==> src/rtl/gpio_bank.sv <==
// GPIO bank: N_CH channels of IO_W pins behind a memory-mapped window.
// Synchronized inputs, rising-edge capture (rw1c), masked registered IRQ.
`timescale 1ns/1ps
module gpio_bank #(
  parameter int DATA_W = 8,
  parameter int IO_W   = 4,
  parameter int N_CH   = 2,
  parameter int ADDR_W = 10,
  parameter logic [ADDR_W-1:0] BASE_ADDR = 10'h3E0
) (
  input  logic                   clk,
  input  logic                   rst,
  input  logic [ADDR_W-1:0]      addr,
  input  logic                   w_en,
  input  logic                   r_en,
  input  logic [DATA_W-1:0]      d_in,
  output logic [DATA_W-1:0]      d_out,
  output logic                   hit,
  input  logic [N_CH*IO_W-1:0]   pins_in,
  output logic [N_CH*IO_W-1:0]   pins_out,
  output logic [N_CH*IO_W-1:0]   pins_oe,
  output logic                   irq
);

  localparam int NP = N_CH * IO_W;
  localparam logic [ADDR_W-1:0] SPAN = ADDR_W'(4 * N_CH);
  localparam logic [ADDR_W-1:0] LAST = BASE_ADDR + SPAN;

  logic [IO_W-1:0] out_r  [N_CH];
  logic [IO_W-1:0] dir_r  [N_CH];
  logic [IO_W-1:0] edge_r [N_CH];
  logic [N_CH-1:0] mask_r;

  logic [NP-1:0] s1, s2, s3;
  logic [NP-1:0] rise;

  logic [ADDR_W-1:0] off;
  logic [ADDR_W-3:0] sel_ch;
  logic [1:0]        sel_reg;
  logic              is_mask;
  logic              in_range;
  logic [N_CH-1:0]   ch_sel;
  logic [DATA_W-1:0] rdata;
  logic              irq_next;
  logic              unused;

  assign off      = addr - BASE_ADDR;
  assign sel_ch   = off[ADDR_W-1:2];
  assign sel_reg  = off[1:0];
  assign is_mask  = (off == SPAN);
  assign in_range = (addr >= BASE_ADDR) && (addr <= LAST);
  assign rise     = s2 & ~s3;
  assign unused   = ^d_in;

  // Window decode; an unknown address falls into the else branch (miss)
  always_comb begin
    hit = 1'b0;
    if (in_range) hit = 1'b1;
    else          hit = 1'b0;
  end

  // One-hot channel select for the addressed channel block
  always_comb begin
    ch_sel = '0;
    for (int c = 0; c < N_CH; c++)
      ch_sel[c] = hit && !is_mask &&
                  (sel_ch == (ADDR_W-2)'(c));
  end

  // Read mux, zero-extended to the bus width
  always_comb begin
    rdata = '0;
    if (hit && is_mask) begin
      rdata[N_CH-1:0] = mask_r;
    end else begin
      for (int c = 0; c < N_CH; c++) begin
        if (ch_sel[c]) begin
          unique case (sel_reg)
            2'd0: rdata[IO_W-1:0] = out_r[c];
            2'd1: rdata[IO_W-1:0] = s2[c*IO_W +: IO_W];
            2'd2: rdata[IO_W-1:0] = dir_r[c];
            2'd3: rdata[IO_W-1:0] = edge_r[c];
            default: rdata = '0;
          endcase
        end
      end
    end
  end

  // Interrupt source: any pending edge on an unmasked channel
  always_comb begin
    irq_next = 1'b0;
    for (int c = 0; c < N_CH; c++)
      irq_next = irq_next | (mask_r[c] & (|edge_r[c]));
  end

  // Pin synchronizer plus history flop for edge detection
  always_ff @(posedge clk or negedge rst) begin
    if (!rst) begin
      s1 <= '0;
      s2 <= '0;
      s3 <= '0;
    end else begin
      s1 <= pins_in;
      s2 <= s1;
      s3 <= s2;
    end
  end

  // Channel registers; a fresh edge beats a same-cycle clear
  always_ff @(posedge clk or negedge rst) begin
    if (!rst) begin
      for (int c = 0; c < N_CH; c++) begin
        out_r[c]  <= '0;
        dir_r[c]  <= '0;
        edge_r[c] <= '0;
      end
    end else begin
      for (int c = 0; c < N_CH; c++) begin
        if (w_en && ch_sel[c] && sel_reg == 2'd0)
          out_r[c] <= d_in[IO_W-1:0];
        if (w_en && ch_sel[c] && sel_reg == 2'd2)
          dir_r[c] <= d_in[IO_W-1:0];
        if (w_en && ch_sel[c] && sel_reg == 2'd3)
          edge_r[c] <= (edge_r[c] & ~d_in[IO_W-1:0])
                     | rise[c*IO_W +: IO_W];
        else
          edge_r[c] <= edge_r[c] | rise[c*IO_W +: IO_W];
      end
    end
  end

  // Interrupt mask register
  always_ff @(posedge clk or negedge rst) begin
    if (!rst)
      mask_r <= '0;
    else if (w_en && hit && is_mask)
      mask_r <= d_in[N_CH-1:0];
  end

  // Registered read data and interrupt line
  always_ff @(posedge clk or negedge rst) begin
    if (!rst) begin
      d_out <= '0;
      irq   <= 1'b0;
    end else begin
      if (r_en) d_out <= hit ? rdata : '0;
      irq <= irq_next;
    end
  end

  for (genvar c = 0; c < N_CH; c++) begin : g_pins
    assign pins_out[c*IO_W +: IO_W] = out_r[c];
    assign pins_oe[c*IO_W +: IO_W]  = dir_r[c];
  end

endmodule

==> config.mk <==
export PLATFORM = sky130hd
export DESIGN_NAME = gpio_bank
export DESIGN_NICKNAME = d
export VERILOG_FILES = /design/src/rtl/gpio_bank.sv
export SDC_FILE = /design/constraint.sdc
export NUM_CORES = 1
export LEC_CHECK = 0
export ABC_AREA = 1
export BUFFER_PORTS_ARGS = -buffer_cell sky130_fd_sc_hd__buf_2
export CAP_MARGIN = 20
export CORE_ASPECT_RATIO = 1.4
export CORE_MARGIN = 5
export CORE_UTILIZATION = 50
export DETAILED_ROUTE_END_ITERATION = 6
export PLACE_DENSITY = 0.75
export SLEW_MARGIN = 0
export SYNTH_ARGS = -nofsm -noshare
export SYNTH_HDL_FRONTEND = slang
export SYNTH_SLANG_ARGS = --single-unit
==> constraint.sdc <==
create_clock -name clk -period 1.2 [get_ports clk]
set_input_delay 0.18 -clock clk [delete_from_list [all_inputs] [get_ports clk]]
set_output_delay 0.18 -clock clk [all_outputs]
set_load 0.01 [all_outputs]
==> results.yml <==
sta:
  hold_ws_ns: 0.215
  fin_crit_ns: 1.33
  fin_crit_sh_pct: 111
  fmax_mhz: 754
  timing_hold_violations_final: 0
  finalMaxSlewViolations: 0
  skew_ns: 0.00264
  layout_setup_ws_ns: -0.127
  setup_violations: 29
  rsz0062_at_grt: "true"
power_and_ir_drop:
  clock_power_share_pct: 30.3
  pwr_density_cell_mw_per_mm2: 992
  swShare_pct: 25.3
  p_seq_share_pct: 57.9
  p_comb_share_pct: 11.9
  ir_worst_vdd_mv: 0.968
  leakage_nw: 1.71
  finalPower_mw: 3.31
  p_int_mw: 2.47
  p_switching_uw: 837
finish:
  final_cell_mix: "70 x nand2_1, 55 x dfrtp_1, 42 x buf_2, 28 x inv_1, 25 x buf_4"
  fin_area_sq_mm: 0.00334
  fillers: 392
  drive_above_1_share_pct: 37.3
  diodes: 0
  nets: 397
  fin_util_pct: 69.0
  area_delta_synth_final_pct: 33.2
  final_common_cell: "nand2_1"
grt:
  grt-ovfl-total: 0
  track_usage_pct: 19.3
  grt_pass1_vias: 2234
  met2_usage_pct: 33.9
  antenna_found_initial: 0
  grt_max_degree: 56
  grt_util_met3_pct: 3.75
  busiest_layer: "met2"
  grt_pass1_wl_mm: 10.3
  grt_util_met1_pct: 24.2
die:
  pin_count: 56
  die_area_sq_mm: 0.00655
  initial_utilization_pct: 51.8
  dieWidth_um: 69.9
  die_h_um: 93.8
  rows: 30
  core_area_sq_mm: 0.00484
critical_path:
  crit_type: "primary input to flop"
  end_kind: "flop"
  cp.required_ns: 1.39
  cp_max_fo: 4
  arrival_ns: 1.52
  startpoint_type: "primary input"
clock_tree:
  clkSinkCount: 55
  clk_pin_slew_ns: 0.10
  root_buffer: "clkbuf_8"
  clock_path_buffers: 2
  h-tree-depth: 2
  cts_made_buffers: 5
  cts_tree: "built"
  clk_latency_ns: 0.30
synthesis:
  netlist_instances: 279
  synth-seq-area-share_pct: 54.9
  avgSynthCellArea_sq_um: 8.99
  synth_seq_cells: 55
  ys_warn_count: 0
  ys_types: 26
  syn_area_sq_mm: 0.00251
route:
  totalWireLength_mm: 5.86
  drc: 0
  drt_pass1_iterations: 4
  antenna_left: 0
  vias_per_cell: 5.01
  vias: 2161
  wl_per_cell_um: 13.6
  drtIter0Drc: 101
status:
  outcome: "finished with violations"
  violations: "setup timing"
placed_design:
  place_congestion: 0.900
  hpwl_mm: 4.24
  pre_cts_slack_ns: -0.528
  port_buffers: 47
  post_dp_cell_area_sq_mm: 0.00300
hold_path:
  min_path_type: "primary input to flop"
flow_run:
  cap_violations: 0
==> worst max-delay path, cell delays in order <==
cell	delay, ns
buf_8	0.10
ha_4	0.23
inv_2	0.04
nand2_2	0.05
nor2_4	0.14
nand3_4	0.11
nor2_4	0.13
nand4_1	0.22
o21ai_1	0.23
nand2_1	0.08
==> power groups by stage <==
stage / combinational [mW] / clock [mW] / sequential, mW
global route: 0.444 / 1.09 / 1.92
global placement: 0.335 / 0 / 1.95
floorplan: 0.166 / 0 / 1.95
detailed placement: 0.341 / 0 / 1.95
CTS: 0.379 / 1.02 / 1.92
finish: 0.393 / 1.00 / 1.92
==> area by class of cell <==
type | instances | area [sq um] | share of cell area, %
clock buffer | 5 | 68.8 | 2.06
clock inverter | 3 | 18.8 | 0.562
inverter | 34 | 130 | 3.90
multi-input combinational | 188 | 1090 | 32.7
sequential | 55 | 1380 | 41.2
tap | 64 | 80.1 | 2.40
timing repair buffer | 82 | 572 | 17.1
==> per-layer routing <==
metal | up-vias | part of all wire [%]
li1 | 1058 | -
met1 | 1037 | 41
met2 | 59 | 52
met3 | 7 | 4.6
met4 | 0 | 1.5
met5 | - | 0
==> flip-flops by register name (all words and copies together), names as in the netlist <==
name	cells
mask_r	2
s1	8
s3	8
s2	8
d_out	4
irq	1
pins_out	8
pins_oe	8
edge_r	8
==> cells in the mapped netlist (all sizes together) <==
library cell  instances  area share (%)
a21oi                10             2.0
nor4                  2            0.50
or2                   2            0.50
o22ai                 1            0.25
buf                   5             1.4
ha                    1            0.50
inv                  33             4.9
nand3                13             3.1
dfrtp                55              55
o211ai                2            0.60
a221oi                2            0.70
clkinv                1            0.15
nor2                 18             5.9
conb                  1            0.15
nand4                 6             1.5
nand2                96              17
o21ai                31             6.2
==> path summary, 6_finish.rpt <==
path                       cells past startpoint    endpoint  slack, ns      start
max                                           10   edge_r[0]      -0.13    addr[6]
min                                            3   mask_r[1]       0.22       w_en
max reg2reg                                    6    d_out[2]          0  edge_r[6]
min in group asynchronous                      3       s1[0]       0.40        rst
min reg2reg                                    0       s2[5]       0.36      s1[5]
max in group asynchronous                      3  pins_oe[5]       0.56        rst
==> repair_timing <==
action / in CTS / in global routing
gates resized for setup: 21 / 28
pin swaps: 17 / 17
hold endpoints to repair: 63 / 0
setup buffers: 1 / 3
setup endpoints to repair: 31 / 31
hold buffers: 9 / 0
==> logic make-up after synthesis <==
kind of cell | share of synthesized area [%]
compound gates | 9.73
fa+ha+maj | 0.499
buf+inv | 6.49
flops | 54.9
other cells | 0.150
simple gates | 28.2
==> metrics by stage <==
step           std cells  TNS (ns)
2_1_floorplan        282     -4.86
3_3_place_gp         410    -11.50
3_5_place_dp         410    -12.88
4_1_cts              428     -1.46
5_1_grt              431     -5.50
6_report             431     -2.28
(Power assumes the default switching activity.)
